### config.mk
export PLATFORM = sky130hd
export DESIGN_NAME = controllore_serializzatore
export DESIGN_NICKNAME = d
export VERILOG_FILES = /design/src/rtl/serializzatore_pkg.sv /design/src/rtl/registro_carica_trasla.sv /design/src/rtl/controllore_serializzatore.sv
export SDC_FILE = /design/constraint.sdc
export NUM_CORES = 1
export LEC_CHECK = 0
export CAP_MARGIN = 20
export CORE_AREA = 2 2 39 41
export DETAILED_ROUTE_END_ITERATION = 12
export DIE_AREA = 0 0 41 43
export SLEW_MARGIN = 5
export SYNTH_ARGS = -nofsm -noshare
export SYNTH_HDL_FRONTEND = slang
export SYNTH_SLANG_ARGS = --single-unit
### constraint.sdc
create_clock -name clock -period 3.4 [get_ports clock]
set_clock_uncertainty 0.2 [all_clocks]
set_input_delay 1.02 -clock clock [delete_from_list [all_inputs] [get_ports clock]]
set_output_delay 1.02 -clock clock [all_outputs]
set_load 0.01 [all_outputs]
### src/rtl/serializzatore_pkg.sv
// serializzatore_pkg: shared state encoding, default width and register command codes
package serializzatore_pkg;
  typedef enum logic [1:0] {
    ATTESA = 2'd0,
    TRASLA = 2'd1,
    PARITA = 2'd2,
    FINE   = 2'd3
  } stato_t;
  localparam int W_DEF = 4;
  localparam logic CARICA = 1'b0;
  localparam logic TRASLA_SX = 1'b1;
endpackage

### src/rtl/registro_carica_trasla.sv
// registro_carica_trasla: W-bit load / shift-left register
// Ports: clock, reset (sync, active-high), en (write enable), b0 (0 = load x, 1 = shift left inserting 0), x (parallel in), z (contents)
module registro_carica_trasla
  import serializzatore_pkg::*;
#(
  parameter int W = W_DEF
) (
  input  logic         clock,
  input  logic         reset,
  input  logic         en,
  input  logic         b0,
  input  logic [W-1:0] x,
  output logic [W-1:0] z
);
  logic [W-1:0] z_q, z_d;
  always_comb z_d = !en ? z_q : (b0 == TRASLA_SX) ? {z_q[W-2:0], 1'b0} : x;
  always_ff @(posedge clock) z_q <= reset ? '0 : z_d;
  assign z = z_q;
endmodule

### src/rtl/controllore_serializzatore.sv
// controllore_serializzatore: sequences one load and W shifts of the register, MSB first on sout, with soc/eoc handshake
// Ports: clock, reset (sync, active-high), soc (start request), x (parallel word),
//        eoc (1 = idle/done), sout (serial bit), sout_valid, b0 (register command)
// Macro SERIALIZZATORE_PARITA_EN appends an even-parity bit after the data.
module controllore_serializzatore
  import serializzatore_pkg::*;
#(
  parameter int W = W_DEF
) (
  input  logic         clock,
  input  logic         reset,
  input  logic         soc,
  input  logic [W-1:0] x,
  output logic         eoc,
  output logic         sout,
  output logic         sout_valid,
  output logic         b0
);
  localparam int CW = $clog2(W);
  stato_t stato_q, stato_d;
  logic [CW-1:0] cnt_q, cnt_d;
  logic en;
  logic ultimo;
  logic [W-1:0] z;
`ifdef SERIALIZZATORE_PARITA_EN
  logic par_q, par_d;
  localparam stato_t DOPO_DATI = PARITA;
`else
  localparam stato_t DOPO_DATI = FINE;
`endif
  registro_carica_trasla #(.W(W)) u_registro (
    .clock(clock),
    .reset(reset),
    .en(en),
    .b0(b0),
    .x(x),
    .z(z)
  );
  assign ultimo = cnt_q == CW'(W - 1);
  always_comb begin
    stato_d = stato_q;
    cnt_d = cnt_q;
    en = 1'b0;
    b0 = CARICA;
`ifdef SERIALIZZATORE_PARITA_EN
    par_d = par_q;
`endif
    case (stato_q)
      ATTESA: if (soc) begin
        stato_d = TRASLA;
        cnt_d = '0;
        en = 1'b1;
`ifdef SERIALIZZATORE_PARITA_EN
        par_d = 1'b0;
`endif
      end
      TRASLA: begin
        b0 = TRASLA_SX;
        en = 1'b1;
        cnt_d = ultimo ? '0 : cnt_q + 1'b1;
        stato_d = ultimo ? DOPO_DATI : TRASLA;
`ifdef SERIALIZZATORE_PARITA_EN
        par_d = par_q ^ z[W-1];
`endif
      end
      PARITA: stato_d = FINE;
      FINE: stato_d = soc ? FINE : ATTESA;
      default: stato_d = ATTESA;
    endcase
  end
  always_ff @(posedge clock) begin
    if (reset) begin
      stato_q <= ATTESA;
      cnt_q <= '0;
    end else begin
      stato_q <= stato_d;
      cnt_q <= cnt_d;
    end
  end
`ifdef SERIALIZZATORE_PARITA_EN
  always_ff @(posedge clock) par_q <= reset ? 1'b0 : par_d;
  assign sout = (stato_q == TRASLA) ? z[W-1] : (stato_q == PARITA) ? par_q : 1'b0;
`else
  assign sout = (stato_q == TRASLA) ? z[W-1] : 1'b0;
`endif
  assign eoc = (stato_q == ATTESA) || (stato_q == FINE);
  assign sout_valid = !eoc;
endmodule
==> insert_results.sql, run 1 <==
INSERT INTO impl_metrics (metric_group, metric, value, unit) VALUES
('critical_path', 'worst-endpoint-arrival', '1850', 'ps'),
('placed_design', 'buffer_ports.inserted', '10', ''),
('timing', 'slew-limit-headroom', '0.729', ''),
('power_and_ir_drop', 'ir_worst_vdd', '0.220', 'mV'),
('yosys', 'synth_nets', '62', ''),
('timing', 'rsz0062_at_grt', 'no', ''),
('cells_and_area', 'num-fill-cells', '136', ''),
('grt', 'largest_net_degree_at_the_start_of_global_routing', '12', ''),
('cells_and_area', 'areaGrowthSynthToFinish', '28.3', '%'),
('die', 'row_count', '14', ''),
('drt', 'drt_pass1_iterations', '3', ''),
('critical_path', 'reg2reg_to', 'stato_q[1]', ''),
('run', 'cap_viol_max_count', '0', ''),
('yosys', 'synth_most_common_cell', 'dfxtp_1', ''),
('critical_path', 'critical_path.top_delay_family', 'buffers and inverters', ''),
('critical_path', 'endpoint_kind', 'output port', ''),
('drt', 'number_of_violations_reported_at_the_end_of_detailed_routing_iteration_0', '6', ''),
('grt', 'grt_remaining_overflow', '0', ''),
('yosys', 'synth.cell_area', '464', 'um2'),
('placed_design', 'gp_congestion', '0.703', ''),
('grt', 'grt_antenna_before_repair', '0', ''),
('power_and_ir_drop', 'power.density', '396', 'nW/um2'),
('run_status', 'outcome', 'completed', ''),
('drt', 'avg_vias_per_cell', '4.87', ''),
('yosys', 'postSynthAreaPerCell', '9.47', 'um2'),
('clock_tree', 'numCtsBuffers', '3', ''),
('critical_path', 'setup.reg_to_reg.worst_slack', '1700', 'ps'),
('grt', 'groute.usage.overall', '0.112', ''),
('power_and_ir_drop', 'pwr-share-seq', '0.453', ''),
('hold_path', 'timing.hold.worst_endpoint', 'cnt_q[1]', ''),
('timing', 'maxClockFrequency', '0.326', 'GHz'),
('yosys', 'synth.yosys.warnings', '0', ''),
('clock_tree', 'cts_setup_buffers', '0', ''),
('yosys', 'synth_common_cells', '8 x dfxtp_1, 6 x ha_1, 6 x nor2_1', ''),
('clock_tree', 'clock_tree.htree_level_count', '1', ''),
('clock_tree', 'clock_network_latency_to_the_later_pin_of_the_worst_skew_pair', '250', 'ps'),
('hold_path', 'min-delay-path-class', 'reg2reg', ''),
('drt', 'vias', '370', ''),
('cells_and_area', 'finish.utilization', '0.430', ''),
('timing', 'fin_crit', '3070', 'ps'),
('timing', 'fin_crit_share', '0.903', ''),
('critical_path', 'stage_delay_of_the_slowest_cell_on_the_critical_path', '520', 'ps'),
('timing', 'fin_ws', '328', 'ps'),
('yosys', 'netlist.area_leader.share', '0.345', ''),
('power_and_ir_drop', 'total_leakage_power', '0.245', 'nW'),
('die', 'die_h', '43', 'um'),
('drt', 'drc', '0', ''),
('critical_path', 'path_max_fanout', '11', ''),
('die', 'core_area', '1380', 'um2'),
('critical_path', 'regToRegStartpoint', 'stato_q[1]', ''),
('critical_path', 'sequence_of_cells_on_the_critical_path', 'inv_1, ha_1, and2_1, clkdlybuf4s50_1', ''),
('cells_and_area', 'drive_gt1_frac', '0.117', ''),
('die', 'ios', '11', ''),
('cells_and_area', 'nets', '75', ''),
('power_and_ir_drop', 'power.switching', '0.0620', 'mW'),
('yosys', 'yosys.cell_types.count', '20', ''),
('timing', 'drv_slew', '0', ''),
('placed_design', 'dpl.cell_count', '73', ''),
('yosys', 'synthesis.instances', '49', ''),
('critical_path', 'worst_ep_required_time', '2180', 'ps'),
('cells_and_area', 'final_cells', '76', ''),
('critical_path', 'setup.worst_path.start_class', 'flip-flop', ''),
('yosys', 'synthTopCellsByArea', 'dfxtp_1 35%, ha_1 16%, mux2i_1 11%, a211oi_1 4.9%, nor2_1 4.9%', ''),
('power_and_ir_drop', 'p_clk_frac', '0.294', ''),
('timing', 'hold_viol_final', '0', ''),
('grt', 'first_pass_grt_wire_length', '1300', 'um'),
('timing', 'tns', '0', 'ps'),
('yosys', 'ys_seq_area_frac', '0.345', ''),
('timing', 'setup_violations', '0', ''),
('timing', 'worst_pin_slew', '407', 'ps'),
('power_and_ir_drop', 'power.share.switching', '0.263', '');
## cell type report
cell class | instances | area (um2) | area share
clock buffers | 3 | 22.5 | 0.0378
inverters | 3 | 11.3 | 0.0189
multi-input cells | 36 | 282 | 0.473
flip-flops and latches | 8 | 160 | 0.269
well taps | 16 | 20.0 | 0.0336
repair buffers | 10 | 100 | 0.168
## routing by layer
layer	part of all wire	routed length, um	up-vias	global-route usage
li1	-	-	201	-
met1	0.48	376	161	0.132
met2	0.47	371	8	0.150
met3	0.048	38	0	0.0838
met4	0	0	0	0.0400
met5	0	0	-	0
## logic make-up after synthesis
group                      count (synthesis)  share of synthesized area
muxes                                      5                      0.108
AOI/OAI and AO/OA                         11                      0.197
buffers and inverters                      5                     0.0485
adders and majority gates                  6                      0.162
DFF                                        8                      0.345
and+or+nand+nor                           14                      0.140
## how the worst max path moves through the flow
stage	startpoint	to	slack [ps]	cells past startpoint
final	stato_q[1]	sout	330	4
after global routing	stato_q[1]	sout	210	4
after CTS	stato_q[1]	sout	310	4
after detailed placement	stato_q[1]	sout	580	4
after global placement	stato_q[1]	sout	630	4
after floorplan	stato_q[1]	sout	1150	4
## state kept, by name, indices dropped and copies added, names as in the netlist
register,flops
cnt_q,2
u_registro.z,4
stato_q,2
## worst min-delay path: cells and delay by family, from the launching register on
family,cells,cell delay [ps]
flops,1,330
compound gates,1,60
simple gates,1,70
## placed cells by master (no fill, tap or decap)
master,count
mux2i_1,5
a211o_1,1
clkdlybuf4s50_1,10
a21oi_1,1
ha_1,6
o21ai_0,1
nor2_1,6
a32oi_1,2
clkbuf_4,3
and2_1,1
nor2b_2,1
a21oi_2,1
nand2b_1,1
nor3_1,2
a211oi_1,3
inv_1,3
a21o_2,1
a221oi_2,1
dfxtp_1,8
nand2_1,3
## power groups by stage
stage | clock [mW] | combinational (mW) | sequential [mW]
after floorplan | 0 | 0.0403 | 0.108
after global placement | 0 | 0.0606 | 0.109
after detailed placement | 0 | 0.0604 | 0.109
after CTS | 0.0746 | 0.0603 | 0.107
after global routing | 0.0786 | 0.0662 | 0.107
final | 0.0694 | 0.0597 | 0.107
(Power assumes the default switching activity.)
==> run 2, diff against run 1 <==
- ABC_AREA: not set -> 0
- PLACE_DENSITY: not set -> 0.64
==> run 2 against run 1 <==
- total power rose by 2.8%
- sequential share of layout area did not move
- register-to-register slack about the same
- critical path type unchanged
- core utilization stayed put
- setup slack lost 23 ps
- sequential power barely moved
- critical endpoint unchanged
==> insert_results.sql, run 2 (synthesized netlist as in run 1, its figures left out) <==
INSERT INTO impl_metrics (metric_group, metric, value, unit) VALUES
('grt', 'vias_in_the_first_global_route', '341', ''),
('hold_path', 'worst_hold_path.num_cells', '2', ''),
('placed_design', 'dpl.cell_count', '73', ''),
('power_and_ir_drop', 'power.density', '407', 'nW/um2'),
('clock_tree', 'cts.hold.buffers_added', '0', ''),
('die', 'core_area', '1380', 'um2'),
('cells_and_area', 'nets', '75', ''),
('drt', 'drc', '0', ''),
('grt', 'grt_remaining_overflow', '0', ''),
('timing', 'worst_pin_slew', '425', 'ps'),
('timing', 'maxClockFrequency', '0.323', 'GHz'),
('critical_path', 'regToRegStartpoint', 'stato_q[1]', ''),
('hold_path', 'min-delay-path-class', 'reg2reg', ''),
('critical_path', 'critical_path.top_delay_family', 'buffers and inverters', ''),
('drt', 'antenna_violating_nets_post_route', '0', ''),
('grt', 'first_pass_grt_wire_length', '1410', 'um'),
('timing', 'hold_viol_final', '0', ''),
('timing', 'fin_crit_share', '0.910', ''),
('run', 'cap_viol_max_count', '0', ''),
('critical_path', 'endpoint_kind', 'output port', ''),
('die', 'die_h', '43', 'um'),
('clock_tree', 'clock_tree.htree_level_count', '1', ''),
('cells_and_area', 'antenna_cells', '0', ''),
('hold_path', 'timing.hold.worst_endpoint', 'u_registro.z[3]', ''),
('timing', 'rsz0062_at_grt', 'no', ''),
('clock_tree', 'cts_root_buf', 'clkbuf_4', ''),
('critical_path', 'setup.reg_to_reg.worst_slack', '1690', 'ps'),
('critical_path', 'worst-path-buf-inv', '2', ''),
('drt', 'avg_vias_per_cell', '5.03', ''),
('critical_path', 'worst_ep_required_time', '2180', 'ps'),
('critical_path', 'path_max_fanout', '11', ''),
('clock_tree', 'post_cts_resized', '0', ''),
('die', 'design.die.area', '1760', 'um2'),
('clock_tree', 'clock_network_latency_to_the_later_pin_of_the_worst_skew_pair', '260', 'ps'),
('placed_design', 'dp.final_hpwl', '662', 'um'),
('critical_path', 'r2r_cells', '5', ''),
('timing', 'tns', '0', 'ps'),
('critical_path', 'worst-setup-path-type', 'reg2out', ''),
('grt', 'largest_net_degree_at_the_start_of_global_routing', '12', ''),
('die', 'die_width', '41', 'um'),
('critical_path', 'stage_delay_of_the_slowest_cell_on_the_critical_path', '520', 'ps'),
('hold_path', 'min-delay-start', 'u_registro.z[3]', ''),
('cells_and_area', 'most_frequent_cells_in_the_layout', '10 x clkdlybuf4s50_1, 8 x dfxtp_1, 6 x nor2_1, 6 x ha_1, 5 x mux2i_1', ''),
('cells_and_area', 'final_common_cell', 'clkdlybuf4s50_1', ''),
('cells_and_area', 'finalInstanceArea', '596', 'um2'),
('cells_and_area', 'largest_register_ff_count', '4', ''),
('drt', 'number_of_violations_reported_at_the_end_of_detailed_routing_iteration_0', '3', ''),
('placed_design', 'buffer_ports.inserted', '10', ''),
('timing', 'setup_violations', '0', ''),
('clock_tree', 'tritoncts_clock_tree', 'done', ''),
('power_and_ir_drop', 'total_leakage_power', '0.245', 'nW'),
('cells_and_area', 'final-seq-area', '160', 'um2'),
('critical_path', 'reg2reg_to', 'stato_q[1]', ''),
('timing', 'drv_slew', '0', ''),
('cells_and_area', 'num-fill-cells', '139', ''),
('timing', 'slew-limit-headroom', '0.716', ''),
('critical_path', 'setup.worst_path.start_class', 'flip-flop', ''),
('drt', 'finalWirelength', '857', 'um'),
('clock_tree', 'cts_setup_buffers', '0', ''),
('clock_tree', 'numCtsBuffers', '3', ''),
('grt', 'groute.usage.overall', '0.127', ''),
('placed_design', 'gp_congestion', '0.810', ''),
('drt', 'drt_pass1_iterations', '4', ''),
('critical_path', 'worst-endpoint-arrival', '1870', 'ps'),
('drt', 'vias', '382', ''),
('placed_design', 'placedInstanceArea', '573', 'um2'),
('drt', 'drt-wirelength-per-cell', '11.3', 'um'),
('cells_and_area', 'multi_input_comb_area', '282', 'um2'),
('clock_tree', 'clkTransAtPathRegs', '60', 'ps'),
('die', 'ios', '11', ''),
('power_and_ir_drop', 'ir_worst_vdd', '0.134', 'mV'),
('die', 'initial_utilization', '0.335', ''),
('run_status', 'outcome', 'completed', ''),
('critical_path', 'cpMaxStageDelayCell', 'clkdlybuf4s50_1', ''),
('clock_tree', 'cts.path.max_buffers', '2', ''),
('grt', 'grt_antenna_before_repair', '0', ''),
('cells_and_area', 'final_cells', '76', ''),
('clock_tree', 'clock_sink_count', '8', ''),
('die', 'row_count', '14', ''),
('cells_and_area', 'areaGrowthSynthToFinish', '28.3', '%'),
('timing', 'fin_crit', '3090', 'ps'),
('cells_and_area', 'drive_gt1_frac', '0.117', ''),
('critical_path', 'sequence_of_cells_on_the_critical_path', 'inv_1, ha_1, and2_1, clkdlybuf4s50_1', '');
==> run 2: worst max-delay path by stage <==
stage / cells after the start / start / to / slack [ps]
CTS: 4 / stato_q[1] / sout / 290
global route: 4 / stato_q[1] / sout / 170
floorplan: 4 / stato_q[1] / sout / 1150
detailed placement: 4 / stato_q[1] / sout / 580
global placement: 4 / stato_q[1] / sout / 630
finish: 4 / stato_q[1] / sout / 310
==> run 2: power breakdown <==
group	switching, mW	total, mW	internal, mW
combinational	0.0288	0.0604	0.0317
sequential	0.00464	0.107	0.102
clock	0.0350	0.0756	0.0406
==> run 2: per-stage QoR <==
step            util  power [mW]  worst slack [ps]  hold slack [ps]
2_1_floorplan      -       0.148              1150              258
5_1_grt        0.430       0.261               174              329
4_1_cts        0.430       0.249               285              304
3_3_place_gp   0.414       0.169               630              286
6_report       0.430       0.243               306              302
3_5_place_dp   0.414       0.170               583              290
==> run 2: worst reg2reg max path, cell delays in order (launching register included) <==
cell	delay (ps)
dfxtp_1	340
inv_1	120
ha_1	430
nand2_1	130
a211o_1	310
a21oi_2	100
==> run 2: final cells by class <==
class,instances,area share
clock buffers,3,0.0378
repair buffers,10,0.168
inverters,3,0.0189
well taps,16,0.0336
multi-input cells,36,0.473
flip-flops and latches,8,0.269
==> run 2: layer usage <==
metal | track usage | vias to the layer above | share of wire
li1 | - | 198 | -
met1 | 0.151 | 175 | 0.49
met2 | 0.159 | 7 | 0.45
met3 | 0.0681 | 2 | 0.035
met4 | 0.100 | 0 | 0.019
met5 | 0 | - | 0
